`src/rtl/program_loader.sv`:
```
// rtl/program_loader.sv - byte-stream boot loader that fills instruction memory while holding the CPU
//
// Purpose: after a start request, assembles DEPTH 16-bit instruction words from a
// big-endian byte stream (high byte first) and writes them to instruction memory
// at consecutive addresses, holding the processor in reset until the load ends.
//
// Configuration macro: LOADER_CHECKSUM_EN
//   defined   - one extra byte follows the last word; err is set when it differs
//               from the modulo-256 sum of all 2*DEPTH data bytes.
//   undefined - no checksum byte; the last write goes straight to DONE, err is 0.
//
// Ports:
//   clk, rst_n            clock; synchronous active-low reset
//   start                 single-cycle load request (ignored while busy)
//   in_valid/in_data      byte stream; a byte moves when in_valid & in_ready
//   in_ready              stream ready (HI, LO and CSUM only)
//   wr_en/wr_addr/wr_data instruction-memory write port, one strobe per word
//   cpu_hold, busy        high while a load is in progress
//   done, err             sticky completion / checksum-mismatch flags

module program_loader #(
   parameter int DEPTH  = 16,
   parameter int ADDR_W = 4
) (
   input  logic              clk,
   input  logic              rst_n,
   input  logic              start,
   input  logic              in_valid,
   input  logic [7:0]        in_data,
   output logic              in_ready,
   output logic              wr_en,
   output logic [ADDR_W-1:0] wr_addr,
   output logic [15:0]       wr_data,
   output logic              cpu_hold,
   output logic              busy,
   output logic              done,
   output logic              err
);

   localparam logic [ADDR_W-1:0] LAST = ADDR_W'(DEPTH - 1);

   typedef enum logic [2:0] {
      IDLE,
      HI,
      LO,
      WRITE,
`ifdef LOADER_CHECKSUM_EN
      CSUM,
`endif
      DONE
   } state_t;

   state_t            state;
   logic [ADDR_W-1:0] count;
   logic [7:0]        hi_byte;

`ifdef LOADER_CHECKSUM_EN
   logic [7:0]        sum;
`else
   assign err = 1'b0;
`endif

   // All outputs are registered: each one is updated on the same edge that
   // moves the FSM into the state in which it must hold.
   always_ff @(posedge clk) begin
      if (!rst_n) begin
         state    <= IDLE;
         count    <= '0;
         hi_byte  <= '0;
         in_ready <= 1'b0;
         wr_en    <= 1'b0;
         wr_addr  <= '0;
         wr_data  <= '0;
         cpu_hold <= 1'b0;
         busy     <= 1'b0;
         done     <= 1'b0;
`ifdef LOADER_CHECKSUM_EN
         err      <= 1'b0;
         sum      <= '0;
`endif
      end else begin
         wr_en <= 1'b0;
         case (state)
            IDLE, DONE: begin
               if (start) begin
                  state    <= HI;
                  count    <= '0;
                  done     <= 1'b0;
                  in_ready <= 1'b1;
                  busy     <= 1'b1;
                  cpu_hold <= 1'b1;
`ifdef LOADER_CHECKSUM_EN
                  err      <= 1'b0;
                  sum      <= '0;
`endif
               end
            end
            HI: begin
               if (in_valid && in_ready) begin
                  hi_byte <= in_data;
                  state   <= LO;
`ifdef LOADER_CHECKSUM_EN
                  sum     <= sum + in_data;
`endif
               end
            end
            LO: begin
               // The low byte goes straight into wr_data; the strobe is
               // high for exactly the one cycle spent in WRITE.
               if (in_valid && in_ready) begin
                  wr_en    <= 1'b1;
                  wr_addr  <= count;
                  wr_data  <= {hi_byte, in_data};
                  in_ready <= 1'b0;
                  state    <= WRITE;
`ifdef LOADER_CHECKSUM_EN
                  sum      <= sum + in_data;
`endif
               end
            end
            WRITE: begin
               if (count == LAST) begin
`ifdef LOADER_CHECKSUM_EN
                  state    <= CSUM;
                  in_ready <= 1'b1;
`else
                  state    <= DONE;
                  done     <= 1'b1;
                  busy     <= 1'b0;
                  cpu_hold <= 1'b0;
`endif
               end else begin
                  count    <= count + 1'b1;
                  in_ready <= 1'b1;
                  state    <= HI;
               end
            end
`ifdef LOADER_CHECKSUM_EN
            CSUM: begin
               if (in_valid && in_ready) begin
                  err      <= (in_data != sum);
                  in_ready <= 1'b0;
                  done     <= 1'b1;
                  busy     <= 1'b0;
                  cpu_hold <= 1'b0;
                  state    <= DONE;
               end
            end
`endif
            default: state <= IDLE;
         endcase
      end
   end

endmodule

```
`config.mk`:
```
export PLATFORM = sky130hd
export DESIGN_NAME = program_loader
export DESIGN_NICKNAME = d
export VERILOG_FILES = /design/src/rtl/program_loader.sv
export SDC_FILE = /design/constraint.sdc
export NUM_CORES = 1
export LEC_CHECK = 0
export CAP_MARGIN = 25
export CORE_MARGIN = 8
export CORE_UTILIZATION = 52
export DETAILED_ROUTE_END_ITERATION = 7
export MAX_ROUTING_LAYER = met4
export PLACE_DENSITY_LB_ADDON = 0.1
export SETUP_SLACK_MARGIN = 0.4
export SLEW_MARGIN = 10
export SYNTH_ARGS = -nofsm -noshare
export SYNTH_HDL_FRONTEND = slang
export SYNTH_SLANG_ARGS = --single-unit
```
`constraint.sdc`:
```
create_clock -name clk -period 3.5 [get_ports clk]
set_clock_uncertainty 0.15 [all_clocks]
set_input_delay 0.7 -clock clk [delete_from_list [all_inputs] [get_ports clk]]
set_output_delay 0.7 -clock clk [all_outputs]
set_load 0.01 [all_outputs]
```
=== Yosys cells after proc, flatten, opt, wreduce, memory -nomap -nowiden ===
Cells that the tools add are included.

* Register bits: 39
* Input bits: 12
* Output and inout bits: 26
* Logic and storage cells: 50

* Add/subtract/negate cells: 1
* Equality and inequality tests: 10
* Mux-type cells: 18
* Reductions and logical operators: 12

{| class="wikitable"
|+ Operators with widths
! kind !! count
|-
| 2-to-1 mux 3 bit || 4
|-
| case mux 3 bit (4 select lines) || 1
|-
| != test 2 bit, second input constant || 5
|-
| AND reduction 3 bit || 3
|-
| 2-to-1 mux 4 bit || 2
|-
| case mux 4 bit (2 select lines) || 1
|-
| 2-to-1 mux 1 bit || 7
|-
| == test 3 x 2 -> 1 bit, second input constant || 2
|-
| AND reduction 2 bit || 3
|-
| adder 4 x 1 -> 4 bit, second input constant || 1
|-
| == test 4 bit, second input constant || 1
|-
| case mux 1 bit (2 select lines) || 2
|-
| AND reduction 4 bit || 1
|-
| == test 3 x 1 -> 1 bit, second input constant || 1
|-
| == test 3 bit, second input constant || 1
|-
| zero test 3 bit || 1
|-
| case mux 1 bit (3 select lines) || 1
|-
| nonzero test 3 bit || 1
|-
| nonzero test 2 bit || 1
|-
| OR reduction 2 bit || 1
|-
| logical AND 1 bit || 1
|}

=== Longest topological paths before layout ===
Gate-level depths: netlist of run 1.

* Depth in word-level cells: 4
* Gate-level depth with buffers: 4
* Depth with buffers taken out: 4

=== Least setup slack after synthesis of run 1 ===
No wires, ideal clock.

* Path type: input to register
* From: input port start
* To: register done
* Setup time: 0.115 ns
* Arrival: 1.341 ns
* Data required time: 3.235 ns
* Path slack: 1.894 ns
* Cell stages on the path: 3
* Buffers on the path: 0
* Cell sequence: or3b_1 and2_1 o21a_1

* Longest elaborated chain between the ends: 2

{| class="wikitable"
|+ Ends and longest elaborated chain
! element !! RTL line !! text
|-
| start, declared || 27 || <nowiki>input logic start,</nowiki>
|-
| != test 2 bit (no source line) || n/a ||
|-
| AND reduction 3 bit (no source line) || n/a ||
|-
| end signal, assigned || 76 || <nowiki>done <= 1'b0;</nowiki>
|-
| end signal, assigned || 88 || <nowiki>done <= 1'b0;</nowiki>
|-
| end signal, assigned || 128 || <nowiki>done <= 1'b1;</nowiki>
|-
| end, declared || 36 || <nowiki>output logic done,</nowiki>
|}

No other way between the ends.
A chain may end at the register's enable or synchronous reset.

=== Final worst setup path of run 1 ===
* From: input port in_valid
* To: register wr_data[2]

* Longest elaborated chain between the ends: 2

{| class="wikitable"
|+ Ends and longest elaborated chain
! element !! RTL line !! text
|-
| start, declared || 28 || <nowiki>input logic in_valid,</nowiki>
|-
| logical AND 1 bit || 110 || <nowiki>if (in_valid && in_ready) begin</nowiki>
|-
| AND reduction 2 bit (no source line) || n/a ||
|-
| end signal, assigned || 113 || <nowiki>wr_data <= {hi_byte, in_data};</nowiki>
|-
| end, declared || 33 || <nowiki>output logic [15:0] wr_data,</nowiki>
|}

No other way between the ends.

==> results.txt, run 1 <==
The required time of the critical path came out at 3550 ps. The power density normalized to cell area came out at 418 mW/mm2. The buffers plus inverters on the worst setup path came out at 1. Synthesis produced a netlist whose cell count is 192. The tree is rooted in a sky130_fd_sc_hd__clkbuf_4. The maximum root-to-sink buffer count came out at 2.

The number of antenna violations at the first check in global routing is 0. The number of synthesized register bits is 39. The largest stage delay on the critical path came out at 670 ps.

The clock tree from TritonCTS is yes. The post-layout utilization of the core is 0.669. The met3 layer wire length in the routed design is 218 um. The total standard cell area after synthesis is 0.00161 mm2.

Once routing completed, OpenROAD measured the worst setup slack at 1080 ps. On the critical path the largest part of the delay comes from simple AND/OR/NAND/NOR gates. The post-CTS setup repair buffer count came out at 0. The antenna diode count is 0. The mean instance size in the synthesized netlist came out at 8.37 um2.

The class of the worst hold path is register to register. The global-route wire length before repair is 6980 um. For this run, the detailed router's first-pass iteration total came to 5. The startpoint-to-endpoint class of the critical path is input pin to register.

Counting distinct cell types in the post-synthesis netlist gives 33. The parity-gate share of the synthesized area counting xor and xnor cells is 0. The pin count of the biggest net entering global routing is 35. The wire length on met2 came out at 2060 um.

The number of clock sinks came out at 39. The count of placed standard cells including taps came out at 243. The worst-case register-to-register setup slack is 1360 ps.

The detailed-route via count is 1516. The worst setup path is captured at a register. The Yosys warning count came out at 0. The flow ran to the end, and the final reports show no timing, DRC or antenna violations. The final sum of negative setup slack came out at 0 ps. The quantity of hold-fixing buffers added after cts came out at 0. The highest metal layer carrying signal wires in the routed design is met4. The area growth from synthesis to layout is 25.0%. For this run, the number of standard cells in the final layout without fillers is 251. The area enclosed by the die boundary came out at 0.00512 mm2.

The number of enable flip-flop cells after synthesis came out at 0. Summed over all cells, the static leakage comes to 0.651 nW. For this design, the slowest cell found on the critical path is sky130_fd_sc_hd__nand4b_1. From left edge to right edge, the die measures 71.6 um. The post-DP HPWL came out at 2710 um. The met1 routed wirelength after detailed routing is 1800 um. The worst-case vdd ir drop is 0.251 mV. The final-layout worst hold slack came out at 322 ps. The fmax is 413 MHz. The worst setup slack before clock tree synthesis is 746 ps.

The biggest fanout along the worst timing path is 22. Dividing the detail-routed wire length by the instance count gives 16.5 um. Of the available clock period, the critical path in the final layout requires 0.693. The async set or reset register ratio after synthesis came out at 0. At the pin with the least slew margin, the transition time is 1020 ps. The initial core utilization is 0.535.

Clock latency on the worst-skew pair, taken at its later pin, is 340 ps. The via count of the first global-routing pass is 1491. The routed design has 4130 um of wire. The standard-cell row count came out at 20. The number of nets in the synthesized netlist is 205.

The DRC marker count from the first detailed-route iteration came out at 197. The filler cells instantiated in the layout total 258. The clock buffer count from CTS came out at 5. Of the total synthesized cell area, the portion taken by full adders, half adders and majority gates is 0.00779. STA classifies the critical path startpoint as an input pin. Across every metal layer, demand over resource in global routing totals 0.173. Buffers placed on the I/O ports in this run total 36. The largest family of logic cells by synthesized area is compound AO/OA/AOI/OAI gates. After synthesis, the share of cell area in mux cells is 0. For the worst setup path, the data arrival time is 2480 ps. The final instance area came out at 0.00201 mm2. Power comes to 0.840 mW.

The worst slew slack as a fraction of its limit came out at 0.316. The final max-slew violation count came out at 0. The compound-cell area share of the yosys netlist is 0.240. In the routed layout, each cell is associated on average with a via count of 6.04. Global routing finished with a remaining overflow of 0.

The most used flip-flop cell after synthesis is sky130_fd_sc_hd__dfxtp_1. The I/O pin count is 38. After detailed routing, the number of remaining DRC violations is 0. The signal on the critical path passes through clkdlybuf4s50_1, nand4b_1, o21ai_0, a21oi_1. The time the worst path needs with I/O delays and setup is 2420 ps. Of the total synthesized cell area, the portion taken by AND, OR, NAND and NOR gates is 0.199. The final number of hold-violating endpoints came out at 0. Max-cap violations in this run came to 0.

The final antenna-violating net count came out at 0. The total of endpoints with negative setup slack in the final report is 0. In this run the number of H-tree levels came out at 2. Setup repair after global routing left no endpoint under its margin. The area after detailed placement came out at 0.00192 mm2. After the last flow step, the layout net total stands at 230. The congestion estimate from routability-driven global placement came to 0.777. The sequential share of the synthesized area came out at 0.486. The total core area came out at 0.00300 mm2. The height of the die is 71.6 um. The post-cts repair resize count is 0.

The ratio of cells with drive above 1 in the final layout came out at 0.0413. After clock tree synthesis, the clock-pin slew on the worst setup and hold paths is 110 ps.
-- cells in the mapped netlist, drive strengths merged, types with 3 or more instances --
| library cell | instances | area (um2) |
|---|---|---|
| nand3 | 30 | 150 |
| o21ai | 30 | 150 |
| nor3 | 6 | 30.0 |
| clkbuf | 10 | 37.5 |
| a21oi | 31 | 155 |
| inv | 3 | 11.3 |
| nand2 | 6 | 22.5 |
| nor2 | 3 | 11.3 |
| buf | 9 | 56.3 |
| dfxtp | 39 | 781 |
-- metal layers --
layer,global-route usage,up-vias
met5,-,-
met4,0.0567,0
met3,0.0516,5
met2,0.289,36
met1,0.193,731
li1,-,744
-- cells by family (layout without fill, tap and decap cells) --
kind of cell | Yosys count | after routing
AND/OR/NAND/NOR | 58 | 58
AO/OA/AOI/OAI | 71 | 71
buffers and inverters | 22 | 48
adder cells (fa/ha/maj) | 1 | 1
other | 1 | 1
flip-flops | 39 | 39
-- final timing paths --
path,from,end,depth (start not counted)
max,in_valid,wr_data[2],4
min,hi_byte[1],wr_data[9],2
min reg2reg,hi_byte[1],wr_data[9],2
max reg2reg,state[1],wr_data[2],3
-- registers in the layout, indices dropped and copies added (netlist names) --
| signal | count |
|---|---|
| done | 1 |
| busy | 1 |
| wr_addr | 4 |
| wr_en | 1 |
| wr_data | 16 |
| hi_byte | 8 |
| in_ready | 1 |
| state | 3 |
| count | 4 |
-- area by class of cell --
class                   count  area (um2)  area share
flip-flops and latches     39         781       0.389
multi-input cells         131         721       0.359
clock buffers               6        51.3      0.0255
inverters                   3        11.3     0.00561
well taps                  33        41.3      0.0206
clock inverters             2        35.0      0.0174
repair buffers             37         368       0.183
-- cell usage in the layout (no fill, tap or decap), drive strengths merged, types with 2 or more instances in the layout --
master and count:
dfxtp 39, o21a 2, o21ai 30, nor2 3
nand4b 2, inv 3, nand2 6, clkdlybuf4s50 36
o22ai 2, nand3 30, and4b 2, clkbuf 6
nor3 6, a21oi 31
-- power by group --
part	switching, mW	total [mW]	internal, mW
Sequential	0.0147	0.464	0.450
Combinational	0.0325	0.0597	0.0272
Clock	0.148	0.316	0.169
-- worst reg2reg max path: stages, from the launching register on --
cell	delay [ps]
sky130_fd_sc_hd__dfxtp_1	570
sky130_fd_sc_hd__nand4b_1	720
sky130_fd_sc_hd__o21ai_0	450
sky130_fd_sc_hd__a21oi_1	110
Note: power is estimated with default switching activity, not from simulation.
==> inputs of run 2 (changes only) <==
--- a/config.mk
+++ b/config.mk
@@ -7,7 +7,7 @@
 export LEC_CHECK = 0
 export CAP_MARGIN = 25
 export CORE_MARGIN = 8
-export CORE_UTILIZATION = 52
+export CORE_UTILIZATION = 48
 export DETAILED_ROUTE_END_ITERATION = 7
 export MAX_ROUTING_LAYER = met4
 export PLACE_DENSITY_LB_ADDON = 0.1
==> constraint.sdc (replaced) <==
create_clock -name clk -period 2.23 [get_ports clk]
set_clock_uncertainty 0.15 [all_clocks]
set_input_delay 0.446 -clock clk [delete_from_list [all_inputs] [get_ports clk]]
set_output_delay 0.446 -clock clk [all_outputs]
set_load 0.01 [all_outputs]
==> results.txt, run 2 (synthesis results as in run 1) <==
The clock root buffer master is sky130_fd_sc_hd__clkbuf_4 (unchanged). The standard-cell row count is 21 (was 20). The hold path startpoint is wr_data[2] (was hi_byte[1]).

The largest stage delay on the critical path was 570 ps (was 670 ps). The time the worst path needs with I/O delays and setup came out at 1630 ps. The pin count of the biggest net entering global routing is 31 (was 35).

The leakage power summed over all cells is 0.912 nW (was 0.651 nW). The post-CTS setup repair buffer count is 0 (unchanged). The buffers plus inverters on the worst setup path came out at 1 (unchanged). The register with the most flip-flops is wr_data (unchanged). Largest registers ranked by flip-flop count: wr_data x16, hi_byte x8 (unchanged).

The overflow left after global routing is 0 (unchanged). The final max-slew violation count came out at 0 (unchanged). The count of unresolved DRC violations after routing was 0 (unchanged). The worst-case register-to-register setup slack came out at 600 ps (was 1360 ps).

CP cell instances: buf_4, and3b_1, a41oi_1, a211oi_1 (was clkdlybuf4s50_1, nand4b_1, o21ai_0, a21oi_1). The maximum root-to-sink buffer count came to 2 (unchanged). The detailed-route via count is 1506 (was 1516).

The internal power consumption came out at 0.935 mW (was 0.646 mW). The total power draw is 1.23 mW (was 0.840 mW). The clock buffer count from CTS came out at 5 (unchanged). The clock-pin slew of the registers on the worst-case setup and hold paths came to 110 ps (about the same).

The power density normalized to cell area came out at 599 mW/mm2 (was 418 mW/mm2). The number of antenna violations at the first check in global routing is 0 (unchanged). The via count of the first global-routing pass came out at 1413 (was 1491). The width of the die is 73.9 um (was 71.6 um).

The net switching power came out at 0.297 mW (was 0.195 mW). The final number of hold-violating endpoints is 0 (unchanged). The switching share of power is 0.241 (was 0.232). The most common cell after layout, fill and taps aside is sky130_fd_sc_hd__dfxtp_1 (unchanged).

The terminating pin of the worst hold path is wr_data[2] (was wr_data[9]). The number of cell instances on the worst register-to-register path came out at 4 (was 3). The biggest fanout along the worst timing path is 22 (unchanged). The part of the cycle the worst path needs is 0.729. The critical path endpoint category is a register (unchanged). RSZ-0062 raised after global routing: no (unchanged). The register cell area after layout is 786 um2 (was 781 um2).

The hold path depth was 2 (unchanged). The category of cells accounting for the largest share of critical-path delay is flip-flops (was simple AND/OR/NAND/NOR gates). The data arrival time of the critical path was 1740 ps (was 2480 ps). The startpoint of the worst register-to-register path is state[0] (was state[1]).

The average via count per standard cell came out at 5.58 (was 6.04). The net total in the final layout is 236 (was 230). The detailed-router iteration count before antenna repair is 4 (was 5). The share of power burned in registers is 0.587 (was 0.552). The height of the die is 73.9 um (was 71.6 um).

The initial core utilization came to 0.489 (was 0.535). The DRC marker count from the first detailed-route iteration came to 221 (was 197). The final antenna-violating net count came out at 0 (unchanged). The I/O pin count is 38 (unchanged). The final-layout worst hold slack is 328 ps (was 322 ps). The post-DP HPWL is 2850 um (was 2710 um). The number of max-cap violations came out at 0 (unchanged). The ratio of cells with drive above 1 in the final layout came out at 0.0714 (was 0.0413).

The startpoint-to-endpoint class of the critical path is register to register (was input pin to register). The clock tree from TritonCTS is yes (unchanged). The slowest library cell on the worst path is sky130_fd_sc_hd__dfxtp_2 (was sky130_fd_sc_hd__nand4b_1).

The area occupied by multi-input gates came out at 721 um2 (unchanged). The final sum of negative setup slack is 0 ps (unchanged). The overall global routing resource usage is 0.158 (was 0.173).

The number of clock sinks is 39 (unchanged). The type of element launching the critical path is a register (was input pin). Most frequent cells in the layout: sky130_fd_sc_hd__dfxtp_1 (37), sky130_fd_sc_hd__a21oi_1 (31), sky130_fd_sc_hd__nand3_1 (30), sky130_fd_sc_hd__o21ai_0 (30), sky130_fd_sc_hd__dlygate4sd2_1 (16) (was sky130_fd_sc_hd__dfxtp_1 (39), sky130_fd_sc_hd__clkdlybuf4s50_1 (36), sky130_fd_sc_hd__a21oi_1 (31)). The routability-driven placement congestion ratio came out at 0.831 (was 0.777). The wire length reported by the detailed router came out at 3990 um (was 4130 um). The area enclosed by the die boundary came to 0.00545 mm2 (was 0.00512 mm2). The share of total power in combinational logic is 0.080 (was 0.071). The worst flop-to-flop path endpoint is count[3] (was wr_data[2]). The area growth from synthesis to layout came out at 28.2% (was 25.0%).

The post-layout utilization of the core came to 0.627 (was 0.669). The clock group share of total power is 0.333 (was 0.377). The worst-case vdd ir drop came out at 0.364 mV (was 0.251 mV). The global-route wire length before repair is 6560 um (was 6980 um). The number of H-tree levels came out at 2 (unchanged). The class of the worst hold path is register to register (unchanged). The worst-skew pair later-pin latency came out at 340 ps (about the same).

The total of endpoints with negative setup slack in the final report is 0 (unchanged). Static timing analysis puts the maximum clock frequency at 615 MHz. The total core area came out at 0.00328 mm2 (was 0.00300 mm2). The antenna diode count came out at 0 (unchanged). Status: completed (unchanged). The required time of the critical path is 2350 ps (was 3550 ps). The post-detailed-route wirelength per cell came out at 14.8 um (was 16.5 um). The number of buffers inserted by port buffering came out at 36 (unchanged).

The number of flip-flops under the largest register name came out at 16 (unchanged). The total of fill cells in the finished design came out at 326 (was 258).
## run 2: power groups by stage
stage               Sequential [mW]  Combinational (mW)  Clock [mW]
finish                        0.724              0.0987       0.410
detailed placement            0.739               0.102           0
global route                  0.727               0.108       0.456
floorplan                     0.731              0.0634           0
CTS                           0.724              0.0983       0.419
global placement              0.738              0.0999           0
## run 2: how the worst max path moves through the flow
stage,startpoint,to,cells past startpoint
final,state[0],count[3],4
after global routing,state[2],state[2],3
after CTS,wr_data[1],wr_data[1],1
after detailed placement,in_valid,wr_data[8],5
after global placement,in_valid,hi_byte[0],4
after floorplan,start,done,3
## run 2: repair_timing
item / 4_1_cts / 5_1_grt
pin swaps: 0 / 0
resized for setup: 19 / 9
endpoints found under the setup margin: 17 / 9
hold buffers: 0 / 0
## run 2: cell type report
cell class	count	area share
inverter	3	0.00547
clock buffer	8	0.0334
timing repair buffer	43	0.202
tap	46	0.0279
multi-input combinational	131	0.350
sequential	39	0.382
## run 2: worst reg2reg max path, cell delays in order, from the launching register on
cell,delay [ps]
sky130_fd_sc_hd__dfxtp_2,570
sky130_fd_sc_hd__buf_4,260
sky130_fd_sc_hd__and3b_1,230
sky130_fd_sc_hd__a41oi_1,130
sky130_fd_sc_hd__a211oi_1,210
## run 2: through the flow
step	setup slack, ps	instance area, um2	cells
after floorplan	878	1610	192
after CTS	400	2040	270
after global routing	482	2060	270
final	604	2060	270
after detailed placement	308	1980	262
after global placement	350	1980	262
## run 2: layer usage
layer	global-route usage	share of wire	vias up	wire [um]
met5	-	0	-	0
met4	0.0621	0.016	0	65
met3	0.0628	0.072	8	288
met2	0.248	0.47	45	1880
met1	0.174	0.44	693	1760
li1	-	-	760	-
==> inputs of run 3 (changes only) <==
==> constraint.sdc (replaced) <==
create_clock -name clk -period 1.5 [get_ports clk]
set_clock_uncertainty 0.15 [all_clocks]
set_input_delay 0.3 -clock clk [delete_from_list [all_inputs] [get_ports clk]]
set_output_delay 0.3 -clock clk [all_outputs]
set_load 0.01 [all_outputs]
==> results.txt, run 3 (synthesis results as in run 1) <==
Status: completed (unchanged). The average via count per standard cell came to 5.80 (was 5.58). The ratio of cells with drive above 1 in the final layout is 0.530 (was 0.0714). The time the worst path needs with I/O delays and setup is 1400 ps (was 1630 ps). The area enclosed by the die boundary is 0.00545 mm2 (unchanged). The global-route wire length before repair is 7380 um (was 6560 um).

The routability-driven placement congestion ratio is 0.878 (was 0.831). The count of unresolved DRC violations after routing came out at 0 (unchanged). The post-DP HPWL is 2880 um (was 2850 um). The DRC marker count from the first detailed-route iteration came out at 104 (was 221). The total power draw came to 1.88 mW (was 1.23 mW). The post-detailed-route wirelength per cell is 17.2 um (was 14.8 um). The data arrival time of the critical path came to 1510 ps (was 1740 ps). The final max-slew violation count is 0 (unchanged).

The part of the cycle the worst path needs is 0.935 (was 0.729). The worst-skew pair later-pin latency is 360 ps (was 340 ps). The initial core utilization came out at 0.489 (unchanged). The worst-case vdd ir drop came to 0.672 mV (was 0.364 mV).

The number of buffers inserted by port buffering is 36 (unchanged). The startpoint-to-endpoint class of the critical path is register to register (unchanged). The clock buffer count from CTS came out at 5 (unchanged). The standard-cell row count was 21 (unchanged). The share of power burned in registers came out at 0.563 (was 0.587). The number of flip-flops under the largest register name came to 16 (unchanged). The clock root buffer master was sky130_fd_sc_hd__clkbuf_4 (unchanged). The detailed-router iteration count before antenna repair came out at 5 (was 4). The height of the die is 73.9 um (unchanged).

The most common cell after layout, fill and taps aside is sky130_fd_sc_hd__buf_6 (was sky130_fd_sc_hd__dfxtp_1). The number of antenna violations at the first check in global routing is 0 (unchanged). The biggest fanout along the worst timing path came out at 6 (was 22). RSZ-0062 raised after global routing: yes (was no). The total of endpoints with negative setup slack in the final report came to 0 (unchanged). The post-layout utilization of the core is 0.788 (was 0.627). The final sum of negative setup slack is 0 ps (unchanged). The quantity of hold-fixing buffers added after cts was 0 (unchanged). The critical path endpoint category is a register (unchanged). The required time of the critical path came out at 1600 ps (was 2350 ps).

The antenna diode count came out at 0 (unchanged). The hold path startpoint is hi_byte[2] (was wr_data[2]). The fmax came out at 713 MHz (was 615 MHz). The internal power consumption is 1.39 mW (was 0.935 mW). The final number of hold-violating endpoints came out at 0 (unchanged). The clock group share of total power was 0.294 (was 0.333). The startpoint of the worst register-to-register path is state[0] (unchanged). The area growth from synthesis to layout is 61.1% (was 28.2%). The number of H-tree levels came to 2 (unchanged).

The final antenna-violating net count is 0 (unchanged). The number of max-cap violations is 0 (unchanged). The type of element launching the critical path is a register (unchanged). The non-filler instance count after layout is 297 (was 270). The via count of the first global-routing pass is 1565 (was 1413). The power density normalized to cell area came to 728 mW/mm2 (was 599 mW/mm2). The detailed-route via count is 1724 (was 1506). The I/O pin count is 38 (unchanged). The overflow left after global routing came out at 0 (unchanged). The overall global routing resource usage is 0.181 (was 0.158). The clock tree from TritonCTS is yes (unchanged).

The number of clock sinks is 39 (unchanged). The worst flop-to-flop path endpoint is state[0] (was count[3]). The net total in the final layout came out at 264 (was 236). The pin count of the biggest net entering global routing is 26 (was 31). The register with the most flip-flops is wr_data (unchanged). The total core area was 0.00328 mm2 (unchanged). The number of cell instances on the worst register-to-register path is 5 (was 4). The worst-case register-to-register setup slack came out at 100 ps (was 600 ps).

Largest registers ranked by flip-flop count: wr_data x16, hi_byte x8 (unchanged). The count of placed standard cells including taps is 268 (was 262). The hold path depth is 2 (unchanged). The class of the worst hold path was register to register (unchanged). Most frequent cells in the layout: sky130_fd_sc_hd__buf_6 (32), sky130_fd_sc_hd__dfxtp_2 (24), sky130_fd_sc_hd__a21oi_1 (23) (was sky130_fd_sc_hd__dfxtp_1 (37), sky130_fd_sc_hd__a21oi_1 (31), sky130_fd_sc_hd__nand3_1 (30), sky130_fd_sc_hd__o21ai_0 (30), sky130_fd_sc_hd__dlygate4sd2_1 (16)).

The wire length reported by the detailed router came out at 5120 um (was 3990 um). The share of total power in combinational logic came out at 0.143 (was 0.080). The terminating pin of the worst hold path is hi_byte[2] (was wr_data[2]).

The width of the die came out at 73.9 um (unchanged). The maximum root-to-sink buffer count came out at 2 (unchanged). The leakage power summed over all cells is 0.930 nW (was 0.912 nW). The net switching power came out at 0.491 mW (was 0.297 mW). The clock-pin slew of the registers on the worst-case setup and hold paths was 110 ps (about the same). The switching share of power came out at 0.261 (was 0.241).
run 3: worst max-delay path by stage:
stage,start,endpoint,slack (ps),cells after the start
5_1_grt,in_ready,wr_addr[0],60,5
3_3_place_gp,in_valid,wr_data[2],-240,5
4_1_cts,in_ready,wr_data[0],150,5
2_1_floorplan,state[1],done,260,3
3_5_place_dp,in_valid,hi_byte[4],-350,4
6_report,state[0],state[0],100,5
run 3: timing repair:
item	in CTS	in global routing
pin swaps	11	12
buffers inserted	14	8
gates resized for setup	169	36
endpoints found under the setup margin	64	64
run 3: metrics by stage:
stage	cell area [um2]	hold WS [ps]	worst slack (ps)
floorplan	1710	290	262
global placement	2120	307	-239
detailed placement	2120	313	-353
CTS	2420	320	152
global route	2590	339	55.2
finish	2590	326	96.8
run 3: metal layers:
layer,GRT usage,vias up,part of all wire
li1,-,813,-
met1,0.210,836,0.42
met2,0.284,68,0.49
met3,0.0546,7,0.074
met4,0.0710,0,0.017
met5,-,-,0
run 3: worst max-delay path, cell delays in order, from the launching register on:
cell	delay (ps)
sky130_fd_sc_hd__dfxtp_4	390
sky130_fd_sc_hd__buf_6	140
sky130_fd_sc_hd__buf_4	130
sky130_fd_sc_hd__a21oi_1	160
sky130_fd_sc_hd__nor4bb_1	80
sky130_fd_sc_hd__o31a_1	250
run 3: area by class of cell:
type,instances,area [um2]
timing repair buffer,71,734
clock buffer,6,51.3
clock inverter,1,5.00
fill,221,696
inverter,3,15.0
sequential,39,833
multi-input combinational,131,892
tap,46,57.6
run 3: power by group through the flow:
stage               Combinational, mW  Sequential (mW)  Clock (mW)
floorplan                       0.106             1.08           0
global placement                0.184             1.09           0
detailed placement              0.186             1.09           0
CTS                             0.223             1.06       0.560
global route                    0.282             1.06       0.601
finish                          0.270             1.06       0.554
